===== config.mk =====
export PLATFORM = sky130hd
export DESIGN_NAME = mips_ctrl_seq
export DESIGN_NICKNAME = d
export VERILOG_FILES = /design/src/rtl/mips_pkg.sv /design/src/rtl/mips_ctrl_decode.sv /design/src/rtl/mips_ctrl_seq.sv
export SDC_FILE = /design/constraint.sdc
export NUM_CORES = 1
export LEC_CHECK = 0
export CAP_MARGIN = 20
export CORE_MARGIN = 2
export CORE_UTILIZATION = 47
export DETAILED_ROUTE_END_ITERATION = 6
export PLACE_DENSITY = 0.78
export SETUP_SLACK_MARGIN = 0.05
export SYNTH_ARGS = -nofsm -noshare
export SYNTH_HDL_FRONTEND = slang
export SYNTH_SLANG_ARGS = --single-unit

===== constraint.sdc =====
create_clock -name clk -period 2.8 [get_ports clk]
set_input_delay 0.56 -clock clk [delete_from_list [all_inputs] [get_ports clk]]
set_output_delay 0.56 -clock clk [all_outputs]
set_load 0.02 [all_outputs]

===== src/rtl/mips_pkg.sv =====
// rtl/mips_pkg.sv - shared opcodes, functs, ALU encodings and sequencer states
package mips_pkg;

    localparam logic [5:0] OP_RTYPE = 6'h00;
    localparam logic [5:0] OP_J     = 6'h02;
    localparam logic [5:0] OP_BEQ   = 6'h04;
    localparam logic [5:0] OP_ADDI  = 6'h08;
    localparam logic [5:0] OP_LW    = 6'h23;
    localparam logic [5:0] OP_SW    = 6'h2b;

    localparam logic [5:0] FN_ADD = 6'h20;
    localparam logic [5:0] FN_SUB = 6'h22;
    localparam logic [5:0] FN_AND = 6'h24;
    localparam logic [5:0] FN_OR  = 6'h25;
    localparam logic [5:0] FN_SLT = 6'h2a;

    localparam logic [2:0] ALU_AND = 3'b000;
    localparam logic [2:0] ALU_OR  = 3'b001;
    localparam logic [2:0] ALU_ADD = 3'b010;
    localparam logic [2:0] ALU_SUB = 3'b110;
    localparam logic [2:0] ALU_SLT = 3'b111;

    localparam logic [2:0] ST_IDLE   = 3'd0;
    localparam logic [2:0] ST_FETCH  = 3'd1;
    localparam logic [2:0] ST_DECODE = 3'd2;
    localparam logic [2:0] ST_EXEC   = 3'd3;
    localparam logic [2:0] ST_MEM    = 3'd4;
    localparam logic [2:0] ST_WB     = 3'd5;
    localparam logic [2:0] ST_COMMIT = 3'd6;
    localparam logic [2:0] ST_HALT   = 3'd7;

    // Instruction class decides the phase path after EXEC.
    typedef enum logic [2:0] {
        CLS_ALU,
        CLS_LW,
        CLS_SW,
        CLS_BEQ,
        CLS_J
    } insn_cls_e;

    typedef struct packed {
        logic       reg_dst;
        logic       alu_src;
        logic       mem2reg;
        logic [2:0] alu_op;
    } ctrl_t;

    localparam ctrl_t CTRL_RESET = '{reg_dst: 1'b0, alu_src: 1'b1, mem2reg: 1'b0, alu_op: ALU_ADD};

    function automatic logic [31:0] jump_target(input logic [31:0] pc, input logic [25:0] jt);
        return {pc[31:28], jt, 2'b00};
    endfunction

    function automatic logic [31:0] branch_target(input logic [31:0] pcp4, input logic [31:0] imm);
        return pcp4 + {imm[29:0], 2'b00};
    endfunction

endpackage


===== src/rtl/mips_ctrl_decode.sv =====
// rtl/mips_ctrl_decode.sv - combinational instruction-register to control decode
module mips_ctrl_decode
    import mips_pkg::*;
(
    input  logic [31:0] ir_i,
    output ctrl_t       ctrl_o,
    output insn_cls_e   cls_o,
    output logic        illegal_o
);

    logic [5:0] opcode;
    logic [5:0] funct;
    logic       unused_fields;

    assign opcode = ir_i[31:26];
    assign funct  = ir_i[5:0];
    // Register and immediate fields are consumed by the datapath, not here.
    assign unused_fields = ^ir_i[25:6];

    always_comb begin
        ctrl_o    = CTRL_RESET;
        cls_o     = CLS_ALU;
        illegal_o = 1'b0;
        case (opcode)
            OP_RTYPE: begin
                ctrl_o.reg_dst = 1'b1;
                ctrl_o.alu_src = 1'b0;
                case (funct)
                    FN_ADD:  ctrl_o.alu_op = ALU_ADD;
                    FN_SUB:  ctrl_o.alu_op = ALU_SUB;
                    FN_AND:  ctrl_o.alu_op = ALU_AND;
                    FN_OR:   ctrl_o.alu_op = ALU_OR;
                    FN_SLT:  ctrl_o.alu_op = ALU_SLT;
                    default: illegal_o     = 1'b1;
                endcase
            end
            OP_LW: begin
                ctrl_o.mem2reg = 1'b1;
                cls_o          = CLS_LW;
            end
            OP_SW: begin
                cls_o = CLS_SW;
            end
            OP_ADDI: begin
                cls_o = CLS_ALU;
            end
            OP_BEQ: begin
                ctrl_o.alu_src = 1'b0;
                ctrl_o.alu_op  = ALU_SUB;
                cls_o          = CLS_BEQ;
            end
            OP_J: begin
                cls_o = CLS_J;
            end
            default: illegal_o = 1'b1;
        endcase
    end

endmodule


===== src/rtl/mips_ctrl_seq.sv =====
// rtl/mips_ctrl_seq.sv - multi-cycle control sequencer driving the yIF/yID/yEX/yDM/yWB datapath
module mips_ctrl_seq
    import mips_pkg::*;
#(
    parameter logic [31:0] RESET_PC  = 32'd128,
    parameter int          MAX_INSNS = 43,
    parameter int          CNT_W     = 16
) (
    input  logic             clk,
    input  logic             rst,
    input  logic             start,
    input  logic [31:0]      ins,
    input  logic [31:0]      pcp4,
    input  logic [31:0]      imm,
    input  logic [25:0]      jtarget,
    input  logic             zero,
    output logic [31:0]      pc,
    output logic             reg_dst,
    output logic             reg_write,
    output logic             alu_src,
    output logic             mem2reg,
    output logic             mem_read,
    output logic             mem_write,
    output logic [2:0]       alu_op,
    output logic             busy,
    output logic             halted,
    output logic             illegal,
    output logic [CNT_W-1:0] retired
);

    localparam bit               HAS_LIMIT = (MAX_INSNS != 0);
    localparam logic [CNT_W-1:0] LIMIT_CNT = CNT_W'(MAX_INSNS);

    logic [2:0]       state_q, state_d;
    logic [31:0]      ir_q, ir_d;
    logic [31:0]      pc_q, pc_d;
    logic [CNT_W-1:0] retired_q, retired_d;
    ctrl_t            ctrl_q, ctrl_d;
    logic             reg_write_q, reg_write_d;
    logic             mem_read_q, mem_read_d;
    logic             mem_write_q, mem_write_d;
    logic             busy_q, busy_d;
    logic             halted_q, halted_d;
    logic             illegal_q, illegal_d;

    ctrl_t            dec_ctrl;
    insn_cls_e        dec_cls;
    logic             dec_illegal;

    mips_ctrl_decode u_decode (
        .ir_i      (ir_q),
        .ctrl_o    (dec_ctrl),
        .cls_o     (dec_cls),
        .illegal_o (dec_illegal)
    );

    always_comb begin
        state_d   = state_q;
        ir_d      = ir_q;
        pc_d      = pc_q;
        retired_d = retired_q;
        ctrl_d    = ctrl_q;
        illegal_d = illegal_q;
        case (state_q)
            ST_IDLE, ST_HALT: begin
                if (start) begin
                    state_d   = ST_FETCH;
                    pc_d      = RESET_PC;
                    retired_d = '0;
                    illegal_d = 1'b0;
                end
            end
            ST_FETCH: begin
                ir_d    = ins;
                state_d = ST_DECODE;
            end
            ST_DECODE: begin
                if (dec_illegal) begin
                    illegal_d = 1'b1;
                    state_d   = ST_HALT;
                end else begin
                    ctrl_d  = dec_ctrl;
                    state_d = ST_EXEC;
                end
            end
            ST_EXEC: begin
                case (dec_cls)
                    CLS_LW, CLS_SW:  state_d = ST_MEM;
                    CLS_BEQ, CLS_J:  state_d = ST_COMMIT;
                    default:         state_d = ST_WB;
                endcase
            end
            ST_MEM: begin
                state_d = (dec_cls == CLS_LW) ? ST_WB : ST_COMMIT;
            end
            ST_WB: begin
                state_d = ST_COMMIT;
            end
            ST_COMMIT: begin
                if (dec_cls == CLS_J) begin
                    pc_d = jump_target(pc_q, jtarget);
                end else if (dec_cls == CLS_BEQ && zero) begin
                    pc_d = branch_target(pcp4, imm);
                end else begin
                    pc_d = pcp4;
                end
                retired_d = retired_q + 1'b1;
                state_d   = (HAS_LIMIT && retired_d == LIMIT_CNT) ? ST_HALT : ST_FETCH;
            end
            default: state_d = ST_IDLE;
        endcase

        // Strobes are registered from the next state so each lines up with its phase.
        reg_write_d = (state_d == ST_WB);
        mem_read_d  = (state_d == ST_MEM) && (dec_cls == CLS_LW);
        mem_write_d = (state_d == ST_MEM) && (dec_cls == CLS_SW);
        busy_d      = (state_d != ST_IDLE) && (state_d != ST_HALT);
        halted_d    = (state_d == ST_HALT);
    end

    always_ff @(posedge clk or posedge rst) begin
        if (rst) begin
            state_q     <= ST_IDLE;
            ir_q        <= '0;
            pc_q        <= RESET_PC;
            retired_q   <= '0;
            ctrl_q      <= CTRL_RESET;
            reg_write_q <= 1'b0;
            mem_read_q  <= 1'b0;
            mem_write_q <= 1'b0;
            busy_q      <= 1'b0;
            halted_q    <= 1'b0;
            illegal_q   <= 1'b0;
        end else begin
            state_q     <= state_d;
            ir_q        <= ir_d;
            pc_q        <= pc_d;
            retired_q   <= retired_d;
            ctrl_q      <= ctrl_d;
            reg_write_q <= reg_write_d;
            mem_read_q  <= mem_read_d;
            mem_write_q <= mem_write_d;
            busy_q      <= busy_d;
            halted_q    <= halted_d;
            illegal_q   <= illegal_d;
        end
    end

    assign pc        = pc_q;
    assign reg_dst   = ctrl_q.reg_dst;
    assign alu_src   = ctrl_q.alu_src;
    assign mem2reg   = ctrl_q.mem2reg;
    assign alu_op    = ctrl_q.alu_op;
    assign reg_write = reg_write_q;
    assign mem_read  = mem_read_q;
    assign mem_write = mem_write_q;
    assign busy      = busy_q;
    assign halted    = halted_q;
    assign illegal   = illegal_q;
    assign retired   = retired_q;

endmodule


; Word level (Yosys, flattened, before mapping)
; Cells that the tools add are included.
[word_totals]
in_bits = 126
register_bits = 95
elab_cells = 89
[classes]
n_eq_ne = 29
n_reduce_logical = 19
bitwise_logic = 1
n_addsub = 2
mux = 23
[op_table]
columns = cell, n
row1 = $mux W32, 3
row2 = $pmux W32 S2, 1
row3 = $eq A6 B6 Y1 const B, 7
row4 = $add A32 B32 Y32, 1
row5 = $pmux W16 S2, 1
row6 = $eq A3 B3 Y1 const B, 8
row7 = $pmux W3 S4, 2
row8 = $pmux W3 S7, 1
row9 = $add A16 B1 Y16 const B, 1
row10 = $eq A16 B6 Y1 const B, 1
row11 = $mux W16, 1
row12 = $eq A3 B2 Y1 const B, 4
row13 = $reduce_or A5 Y1, 2
row14 = $mux W3, 3
row15 = $reduce_or A2 Y1, 4
row16 = $eq A3 B1 Y1 const B, 2
row17 = $eq A6 B2 Y1 const B, 1
row18 = $eq A6 B3 Y1 const B, 1
row19 = $eq A6 B4 Y1 const B, 1
row20 = $logic_not A6 Y1, 1
row21 = $mux W1, 6
row22 = $ne A2 B2 Y1 const B, 3
row23 = $pmux W3 S2, 1
row24 = $reduce_and A3 Y1, 2
row25 = other kinds (10), 16

; Longest topological paths before layout
; Gate-level depths: netlist of the first run.
[depth]
ltp_word = 8
depth_mapped = 12
mapped_depth_nobuf = 11

; Modules after synthesis
; Synthesis of the first run repeated with hierarchy kept, for this count alone.
[hier_totals]
hier_cells = 695
hier_area_um2 = 6338.6
[modules_own_cells]
columns = mod, seq_area_each_um2, instances, area_each_um2, cells_each
row1 = mips_ctrl_seq, 2381.0, 1, 6134.6, 666
row2 = mips_ctrl_decode, 0.0, 1, 203.9, 29

; Worst setup path after synthesis of the first run
; OpenSTA, ideal clock, no wires.
[synth_path]
path_type = input to register
startpoint = input port pcp4[2]
endpoint = register pc_q[22] (netlist: pc[22])
slack_ps = -75
setup_ps = 137
t_arrival_ps = 2739
n_path_buf = 0
path_stages = 11
required_ps = 2663
path_cell_list = ha_1 -> fa_1 -> a21oi_1 -> nor2_1 -> o31a_1 -> o21ai_2 -> o21ai_2 -> a21o_1 -> a2111oi_0 -> a41o_1 -> o31ai_1
[synth_between]
elab_chain_len = 4
[synth_lines]
columns = element, line_no
row1 = "start, declared", mips_ctrl_seq.sv:13  ; input logic [31:0] pcp4,
row2 = $add A32 B32 Y32, mips_pkg.sv:55  ; return pcp4 + {imm[29:0], 2'b00};
row3 = $mux W32, mips_ctrl_seq.sv:102  ; end else if (dec_cls == CLS_BEQ && zero) begin
row4 = $mux W32, mips_ctrl_seq.sv:100  ; if (dec_cls == CLS_J) begin
row5 = $pmux W32 S2, mips_ctrl_seq.sv:64  ; case (state_q)
row6 = "end signal, assigned", mips_ctrl_seq.sv:137  ; pc_q <= pc_d;
row7 = "end, declared", mips_ctrl_seq.sv:36  ; logic [31:0] pc_q, pc_d;
; Every way passes these cells. The select of a mux whose other input is x is not followed.
; A chain may end at the register's enable or synchronous reset.

; Worst setup path in the final report of the first run
[layout_path]
startpoint = input port imm[5]
endpoint = register pc_q[22] (netlist: pc[22])
[layout_between]
elab_chain_len = 4
[layout_lines]
columns = element, line_no
row1 = "start, declared", mips_ctrl_seq.sv:14  ; input logic [31:0] imm,
row2 = $add A32 B32 Y32, mips_pkg.sv:55
row3 = $mux W32, mips_ctrl_seq.sv:102
row4 = $mux W32, mips_ctrl_seq.sv:100
row5 = $pmux W32 S2, mips_ctrl_seq.sv:64
; Every way passes these cells. The select of a mux whose other input is x is not followed.

==> key figures, run 1 <==
Status
  – Status: finished clean

Clock tree
  – CTS buffer count: 9
  – Clock root buffer: clkbuf_16
  – CTS HTree Levels: 3
  – Clk buf depth: 2
  – Worst-path clk slew: about 0.060 ns
  – Worst skew pair latency: ~0.34 ns
  – Num Clock Sinks: between 70 and 80
  – CTS tree: yes

Die
  – Die area: around 13,000 sq um
  – I/O Pins: about 190
  – Die width: roughly 110 um
  – Initial core utilization: roughly 48%
  – Row Count: 39
  – Die Y: around 110 um
  – Area of the core: between 10,000 and 15,000 sq um

Logic synthesis
  – Post-synthesis cell count: 658
  – Synth unique cells: 80
  – Ys Warns: 0
  – Most frequent cells after synthesis: nand2_1 (77), dfrtp_1 (72), a21oi_1 (60), o21ai_0 (48), nor2_1 (47)
  – Number of synthesized register bits: 75
  – Largest cells by area after synthesis: dfrtp_1 (33%), ha_1 (7.1%), a21oi_1 (5.5%), nand2_1 (5.3%), o21ai_0 (4.4%)
  – Async S/R FF share, synth: 100.0%
  – Post-synthesis area per instance: ~8.3 sq um
  – Yosys top cell area share: about a third
  – Syn_nets: 816
  – Sequential element share of the synthesized area: 34.25%
  – Post-synth EDFFs: 0
  – Count leader, synth: nand2_1
  – Top FF cell, synth: dfrtp_1
  – Largest area contributor in the netlist: dfrtp_1
  – Mapped cell area: between 5000 and 6000 sq um

Routing
  – Post-route ant nets: 0
  – DR vias: slightly above 6,000
  – Wirelength per Cell: 17.46 um
  – DR vias/cell: 5.786
  – DRC Markers: 0
  – Drt initial violations: ~410
  – Detailed-route wire length: about 18,000 um
  – DR pass1 iterations: 5

Run
  – Max-cap check violation count: 0

Timing
  – Hold Vio Cnt, Final: 0
  – Post-layout min period: 2.687 ns
  – Worst relative slew slack: between 50% and 60%
  – Slew @ Worst Pin: ~0.65 ns
  – Sum Neg Setup Slack: 0 ns
  – Final period util: roughly 96%
  – Final slew viol count: 0
  – Fmax: between 0.3 and 0.4 GHz
  – Final setup viols: 0
  – RSZ-0062 raised after global routing: false
  – Clock Skew: 0.007623 ns

Cells and area
  – Nets: 1,060
  – Share of layout cells above drive strength 1: roughly 22%
  – ANT cells: 0
  – P&R area growth vs syn: 55.77%
  – Cell area after layout: ~8600 sq um

Worst setup path
  – FF-to-FF setup slack: 0.33 ns
  – Worst EP required: 3.01 ns
  – R2r endpoint: reg_dst$_DFFE_PP0P_
  – Worst Setup End Kind: flop
  – CP arrival: approximately 2.9 ns
  – Crit path kind: in -> reg
  – Reg2Reg Depth: 5
  – Critical Path Fanout Max: 5
  – Critical Path Start Type: input pin
  – FF-to-FF Start: ir_q[27]$_DFFE_PP0P_

Global route
  – Largest net degree at the start of global routing: 37
  – First-pass GRT wire length: ~29,000 um
  – Overflow after GRT: 0
  – Vias in the first global route: between 5,000 and 6,000
  – Initial antenna violation count: 0
  – Total track usage: between 20% and 30%

Power and ir drop
  – Leakage: 3.727 nW
  – Total power: between 5 and 6 mW
  – Worst vdd ir: a little over 600 uV
  – Pwr dens: roughly 700 nW/um^2

Min path
  – HP Start: mem2reg$_DFFE_PP0P_
  – Hold Path Cell Cnt: 1
  – Hold endpoint: mem2reg$_DFFE_PP0P_
  – Tightest Hold Check Type: reg -> reg

Placement
  – Routability cong.: 0.9057
  – Placed inst area: between 7000 and 8000 sq um
  – DP HPWL: roughly 14,000 um
  – IO buf count: between 150 and 200
-- metal layers --
layer | global-route usage [%] | part of all wire (%) | vias up
li1 | - | - | 2892
met1 | 34.35 | 41 | 2884
met2 | 48.39 | 49 | 238
met3 | 4.266 | 5.4 | 61
met4 | 12.52 | 4.0 | 0
met5 | 0 | 0 | -
-- cells by family after synthesis --
kind of cell | after synthesis | synth area share, %
AO/OA/AOI/OAI | 222 | 24.95
XOR/XNOR | 25 | 3.988
adder cells (fa/ha/maj) | 33 | 7.612
buffers and inverters | 46 | 3.783
flip-flops | 75 | 34.25
multiplexers | 20 | 4.079
AND/OR/NAND/NOR | 237 | 21.33
-- flip-flops by register name (all words and copies together), names as in the netlist --
name,flops
halted,1
mem_read,1
mem_write,1
reg_write,1
alu_op,3
reg_dst,1
retired,16
busy,1
mem2reg,1
state_q,3
alu_src,1
ir_q,12
illegal,1
pc,32
-- cells in the final DEF (no fill, tap or decap), types with 10 or more instances in the layout --
cell and n:
ha_4 14, a21oi_1 50, inv_1 10, buf_4 104
nand4_1 11, a21o_1 10, dfrtp_1 72, ha_1 17
o211ai_1 13, dlymetal6s2s_1 14, mux2_2 12, nand2_1 77
o21ai_0 42, nor3_1 14, nor2_1 45, xor2_1 10
clkdlybuf4s50_1 141, nand3_1 29, o21ai_1 43, a21oi_2 10
xnor2_1 15
-- how the worst max path moves through the flow --
stage,startpoint,to,slack (ns),cells after the start
after floorplan,pcp4[2],pc[22]$_DFFE_PP0P_,0.06,11
after global placement,pcp4[2],pc[22]$_DFFE_PP0P_,-0.55,12
after detailed placement,pcp4[2],pc[22]$_DFFE_PP0P_,-0.62,12
after CTS,pcp4[2],pc[22]$_DFFE_PP0P_,0.04,12
after global routing,imm[13],pc[22]$_DFFE_PP0P_,0.03,10
final,imm[5],pc[22]$_DFFE_PP0P_,0.11,11
-- what timing repair did --
item,in CTS,in global routing
endpoints found under the hold margin,0,0
pin swaps,21,31
gates cloned,0,0
resized for setup,24,55
buffers inserted,6,5
setup endpoints to repair,17,16
hold buffers,0,0
-- worst max-delay path: stages --
cell and delay [ns]:
clkdlybuf4s50_1 0.50, ha_4 0.23, nand3_1 0.09, nor2_2 0.05
o31a_1 0.32, o21ai_2 0.22, o21ai_4 0.11, a21o_1 0.24
a2111oi_4 0.35, a41o_1 0.16, o31ai_2 0.07
-- final cells by class --
type                            instances  area, sq um
Multi-Input combinational cell        537         3717
Fill cell                             808         2867
Timing Repair Buffer                  268         2460
Sequential cell                        75         1881
Clock buffer                           14        264.0
Tap cell                              143        178.9
Inverter                               11        41.29
Clock inverter                          2        10.01
-- power by group --
| part | leakage, nW | switching, mW | total [mW] | internal [mW] |
|---|---|---|---|---|
| combinational | 2.63 | 1.66 | 3.09 | 1.43 |
| clock | 0.137 | 0.428 | 1.07 | 0.646 |
| sequential | 0.961 | 0.346 | 1.81 | 1.47 |
| total | 3.73 | 2.43 | 5.97 | 3.54 |
-- per-stage QoR --
stage	setup slack, ns	cells	util (%)	hold slack, ns
after detailed placement	-0.6228	1023	68.91	0.4754
after global placement	-0.5468	1023	68.91	0.4679
after CTS	0.04178	1045	72.63	0.4873
final	0.1131	1050	74.90	0.4883
after floorplan	0.05617	658	-	0.4727
after global routing	0.02885	1050	74.90	0.4983
No activity file was read; power rests on OpenSTA's default activity.
==> inputs of run 2 (changes only) <==
--- a/config.mk
+++ b/config.mk
@@ -9,8 +9,9 @@
 export CORE_MARGIN = 2
 export CORE_UTILIZATION = 47
 export DETAILED_ROUTE_END_ITERATION = 6
-export PLACE_DENSITY = 0.78
+export PLACE_DENSITY = 0.82
 export SETUP_SLACK_MARGIN = 0.05
+export SLEW_MARGIN = 10
 export SYNTH_ARGS = -nofsm -noshare
 export SYNTH_HDL_FRONTEND = slang
 export SYNTH_SLANG_ARGS = --single-unit
==> key figures, run 2 (same netlist as run 1, synthesis figures left out) <==
Run
  – Max-cap check violation count: 0

Placement
  – Setup WS pre-CTS: -0.5977 ns
  – IO buf count: ~160
  – DP HPWL: about 13,000 um
  – Routability cong.: ~0.88

Clock tree
  – # hold bufs at CTS: 0
  – CTS HTree Levels: 3
  – Clock root buffer: clkbuf_16
  – Worst skew pair latency: roughly 0.33 ns
  – Num Clock Sinks: 75
  – Clk buf depth: 2
  – CTS tree: yes
  – Worst-path clk slew: about 0.06 ns
  – CTS buffer count: 9

Die
  – Die width: between 100 and 150 um
  – Die area: 12,560 sq um
  – Area of the core: around 11,000 sq um
  – Die Y: 112.1 um
  – Row Count: 39
  – Initial core utilization: 48.08%
  – I/O Pins: between 150 and 200

Worst setup path
  – Worst Setup End Kind: flop
  – Reg2Reg Depth: 9
  – FF-to-FF Start: retired[0]$_DFFE_PP0P_
  – CP arrival: 3.00 ns
  – Critical Path Start Type: input pin
  – Worst EP required: between 3 and 4 ns
  – Critical Path Fanout Max: 4
  – Crit path kind: in -> reg
  – CP startpoint: pcp4[13]

Power and ir drop
  – Worst vdd ir: ~600 uV
  – Flop pwr share: between 30 and 40%
  – Sw frac: 40.29%
  – Clock power share: 18.4%
  – Combinational share of power: between 50% and 60%
  – Leakage: 3.644 nW
  – Pwr dens: roughly 710 nW/um^2
  – Net switching power: 2.414 mW
  – Int Power: roughly 3.6 mW

Global route
  – Largest net degree at the start of global routing: 76
  – GR peak layer: met2
  – Total track usage: ~28%
  – Global routing usage on met3: 4.536%
  – Vias in the first global route: approximately 6,000
  – Initial antenna violation count: 0
  – Met1 global-route usage: between 30% and 40%
  – First-pass GRT wire length: ~29,000 um
  – Met2 Use GR: a little under half
  – Overflow after GRT: 0

Min path
  – Hold Path Cell Cnt: 2
  – Tightest Hold Check Type: reg -> reg
  – HP Start: illegal$_DFFE_PP0P_

Routing
  – Drt initial violations: 422
  – DR vias/cell: roughly 5.9
  – DR vias: 6,117
  – DR pass1 iterations: 5
  – Post-route ant nets: 0
  – Detailed-route wire length: ~18,000 um
  – Wirelength per Cell: between 15 and 20 um
  – DRC Markers: 0

Cells and area
  – Max FFs per register: 32
  – Most common cell after layout, fill and taps aside: clkdlybuf4s50_1
  – Most frequent cells in the layout: clkdlybuf4s50_1 (141), buf_4 (90), nand2_1 (76)
  – ANT cells: 0
  – Nets: around 1,000
  – P&R area growth vs syn: 53.81%
  – Share of layout cells above drive strength 1: ~22%

Timing
  – Worst relative slew slack: 62.70%
  – Post-layout min period: about 2.8 ns
  – Clock Skew: approximately 0.0085 ns
  – Final period util: between 90% and 100%
  – Final setup viols: 0
  – Fmax: 0.3636 GHz
  – Setup WS post-layout: about 0.049 ns
  – Hold Vio Cnt, Final: 0
  – Final slew viol count: 0
  – Sum Neg Setup Slack: 0 ns
  – Slew @ Worst Pin: roughly 0.56 ns

Status
  – Status: finished clean
==> run 2: final timing paths <==
check / endpoint / slack, ns
setup / recovery: pc[22]$_DFFE_PP0P_ / 0.05
min in group asynchronous: ir_q[27]$_DFFE_PP0P_ / 0.64
setup reg to reg: busy$_DFF_PP0_ / 0.30
hold / removal: illegal$_DFFE_PP0P_ / 0.49
hold reg to reg: illegal$_DFFE_PP0P_ / 0.49
max in group asynchronous: alu_src$_DFFE_PP1P_ / 1.81
==> run 2: layer usage <==
layer / up-vias / wire length (um)
li1: 2870 / -
met1: 2872 / 7344
met2: 302 / 9074
met3: 73 / 1092
met4: 0 / 762
met5: - / 0
==> run 2: area by class of cell <==
class	instances	area, sq um
Tap cell	143	178.9
Sequential cell	75	1881
Clock buffer	13	240.2
Fill cell	816	2974
Inverter	11	41.29
Multi-Input combinational cell	537	3737
Clock inverter	3	40.04
Timing Repair Buffer	254	2326
==> run 2: stage by stage <==
stage	instances	power (mW)	cell area [sq um]	util (%)	hold slack, ns
after floorplan	658	3.512	5503	-	0.4727
after global placement	1012	4.641	7786	68.19	0.4692
after detailed placement	1012	4.745	7786	68.19	0.4790
after CTS	1033	5.888	8183	71.66	0.4906
after global routing	1036	6.370	8444	73.95	0.5243
final	1036	5.993	8444	73.95	0.4867
==> run 2: power by group through the flow <==
stage	Sequential [mW]	Combinational [mW]	Clock (mW)
final	1.81	3.08	1.11
after global routing	1.86	3.34	1.17
after CTS	1.80	2.97	1.12
after detailed placement	1.81	2.93	0
after global placement	1.79	2.85	0
after floorplan	1.98	1.53	0
==> run 2: worst max-delay path, cell delays in order <==
cell             delay [ns]
clkdlybuf4s50_1        0.48
ha_4                   0.31
buf_4                  0.13
o21ai_0                0.10
a211oi_2               0.37
nand2_1                0.15
o21ai_4                0.21
a21o_1                 0.19
a2111oi_2              0.08
a41o_1                 0.23
o31ai_2                0.20
==> run 2: timing repair <==
action                                 CTS  global route
pin swaps                               21            31
buffers inserted                         5             3
setup endpoints to repair               17            17
endpoints found under the hold margin    0             0
resized for setup                       25            57
==> inputs of run 3 (changes only) <==
--- a/config.mk
+++ b/config.mk
@@ -7,9 +7,8 @@
 export LEC_CHECK = 0
 export CAP_MARGIN = 20
 export CORE_MARGIN = 2
-export CORE_UTILIZATION = 47
+export CORE_UTILIZATION = 30
 export DETAILED_ROUTE_END_ITERATION = 6
-export PLACE_DENSITY = 0.82
 export SETUP_SLACK_MARGIN = 0.05
 export SLEW_MARGIN = 10
 export SYNTH_ARGS = -nofsm -noshare
==> key figures, run 3 (same netlist as run 1, synthesis figures left out) <==
Power and ir drop
  – Clock power share: about 18%
  – Flop pwr share: a little under a third
  – Pwr dens: 685.9 nW/um^2
  – Leakage: around 3.8 nW
  – Combinational share of power: between 50% and 60%
  – Sw frac: between 40% and 50%
  – Int Power: 3.501 mW
  – Worst vdd ir: between 400 and 500 uV
  – Net switching power: about 2.4 mW

Worst setup path
  – WP buf/inv: 3
  – Worst path cell trace: clkdlybuf4s50_1 -> ha_1 -> a21o_1 -> a221oi_4 -> o21ai_4 -> buf_4 -> buf_4 -> a211oi_4 -> xnor2_1 -> a21oi_1 -> a21oi_1
  – Critical Path Start Type: input pin
  – Reg2Reg Depth: 5
  – FF-to-FF setup slack: between 0.3 and 0.4 ns
  – Crit path kind: in -> reg
  – R2r endpoint: alu_op[2]$_DFFE_PP0P_
  – CP arrival: just under 3 ns
  – Cell family with most CP delay: compound AO/OA/AOI/OAI gates
  – Worst Setup End Kind: flop
  – CP max-delay cell: clkdlybuf4s50_1
  – FF-to-FF Start: ir_q[29]$_DFFE_PP0P_
  – Worst EP required: around 3.0 ns
  – Critical Path Fanout Max: 4
  – CP max stage delay: 0.43 ns

Timing
  – Clock Skew: between 0.008 and 0.009 ns
  – Fmax: 0.3740 GHz
  – Final slew viol count: 0
  – Final setup viols: 0
  – Slew @ Worst Pin: 0.6273 ns
  – Setup WS post-layout: about 0.13 ns
  – Final period util: between 90% and 100%
  – Worst relative slew slack: 58.18%
  – RSZ-0062 raised after global routing: true
  – Post-layout min period: about 2.7 ns
  – Hold Vio Cnt, Final: 0

Clock tree
  – Worst-path clk slew: 0.06 ns
  – Num Clock Sinks: 75
  – Clk buf depth: 2
  – Clock root buffer: clkbuf_16
  – CTS HTree Levels: 3
  – CTS buffer count: 9
  – Worst skew pair latency: ~0.35 ns
  – CTS tree: yes
  – # hold bufs at CTS: 0

Cells and area
  – Share of layout cells above drive strength 1: a little under a quarter
  – Fillers: approximately 1,800
  – Post-layout util: about half
  – P&R area growth vs syn: 58.02%
  – Cell area after layout: around 8700 sq um
  – Max FFs per register: 32
  – Most common cell after layout, fill and taps aside: clkdlybuf4s50_1
  – ANT cells: 0
  – Nets: ~1,100
  – Most frequent cells in the layout: clkdlybuf4s50_1 (136), buf_4 (110), nand2_1 (77)

Routing
  – DR vias: between 5,000 and 6,000
  – Drt initial violations: around 300
  – DRC Markers: 0
  – Wirelength per Cell: ~16 um
  – Post-route ant nets: 0
  – DR vias/cell: between 5 and 6
  – Detailed-route wire length: about 19,000 um
  – DR pass1 iterations: 5

Min path
  – Hold Path Cell Cnt: 2
  – Hold endpoint: pc[5]$_DFFE_PP0P_
  – Tightest Hold Check Type: reg -> reg
  – HP Start: pc[5]$_DFFE_PP0P_

Global route
  – Largest net degree at the start of global routing: 40
  – Overflow after GRT: 0
  – Initial antenna violation count: 0
  – First-pass GRT wire length: between 20,000 and 30,000 um
  – Vias in the first global route: approximately 5,600
  – Total track usage: a little under a fifth

Placement
  – Placed inst area: around 8000 sq um
  – Setup WS pre-CTS: -0.5711 ns
  – IO buf count: roughly 160
  – DP HPWL: 14,240 um
  – Routability cong.: just over 0.9

Die
  – Initial core utilization: a little over 30%
  – I/O Pins: 186
  – Area of the core: between 15,000 and 20,000 sq um
  – Die area: ~19,000 sq um
  – Die width: ~140 um
  – Row Count: 49
  – Die Y: around 140 um

Status
  – Status: finished clean

Run
  – Max-cap check violation count: 0
[run 3: cell count changes in the layout (fill, tap and decap cells not counted), sizes merged]
cell           change
inv                -1
clkbuf             -2
dlymetal6s2s       +8
clkdlybuf4s50      -5
bufinv             -1
buf               +20
dlygate4sd2        -3
clkinv             +3
[run 3: worst max-delay path by stage]
stage,startpoint,end,slack [ns],cells after the start
after floorplan,pcp4[2],pc[22]$_DFFE_PP0P_,0.06,11
after global placement,pcp4[2],pc[22]$_DFFE_PP0P_,-0.56,12
after detailed placement,pcp4[2],pc[22]$_DFFE_PP0P_,-0.57,12
after CTS,pcp4[14],pc[21]$_DFFE_PP0P_,0.06,12
after global routing,pcp4[8],pc[21]$_DFFE_PP0P_,0.04,13
final,pcp4[18],pc[24]$_DFFE_PP0P_,0.13,11
[run 3: power by group through the flow]
stage / Combinational (mW) / Clock (mW) / Sequential (mW)
2_1_floorplan: 1.53 / 0 / 1.98
3_3_place_gp: 3.01 / 0 / 1.79
3_5_place_dp: 3.04 / 0 / 1.80
4_1_cts: 3.07 / 1.07 / 1.79
5_1_grt: 3.40 / 1.12 / 1.84
6_report: 3.12 / 1.04 / 1.78
[run 3: final cells by class]
| type | count | area, sq um | share of cell area [%] |
|---|---|---|---|
| Clock buffer | 11 | 232.7 | 2.682 |
| Clock inverter | 4 | 20.02 | 0.2307 |
| Inverter | 11 | 42.54 | 0.4903 |
| Multi-Input combinational cell | 537 | 3714 | 42.80 |
| Sequential cell | 75 | 1881 | 21.68 |
| Tap cell | 229 | 286.5 | 3.303 |
| Timing Repair Buffer | 274 | 2500 | 28.81 |
[run 3: repair_timing]
action | in CTS | in global routing
buffers inserted | 6 | 4
pin swaps | 18 | 31
resized for setup | 22 | 61
endpoints found under the setup margin | 16 | 17
[run 3: metrics by stage]
step / TNS [ns] / hold WS [ns] / total power [mW] / instances
after global placement: -7.356 / 0.4667 / 4.794 / 1116
after global routing: 0 / 0.5174 / 6.357 / 1141
final: 0 / 0.4894 / 5.951 / 1141
after CTS: 0 / 0.4896 / 5.931 / 1137
after floorplan: 0 / 0.4727 / 3.512 / 658
after detailed placement: -7.951 / 0.4754 / 4.837 / 1116
[run 3: routing by layer]
layer	global-route usage, %	share of wire [%]	up-vias
met5	0	0	-
met4	5.954	2.1	0
met3	3.200	4.0	25
met2	31.14	48	145
met1	25.17	46	2701
li1	-	-	2914
[run 3: worst register-to-register path, cell delays in order, from the launching register on]
cell      delay [ns]
dfrtp_1         0.45
maj3_1          0.34
or3_1           0.33
a221oi_2        0.38
and3_1          0.43
mux2_1          0.37
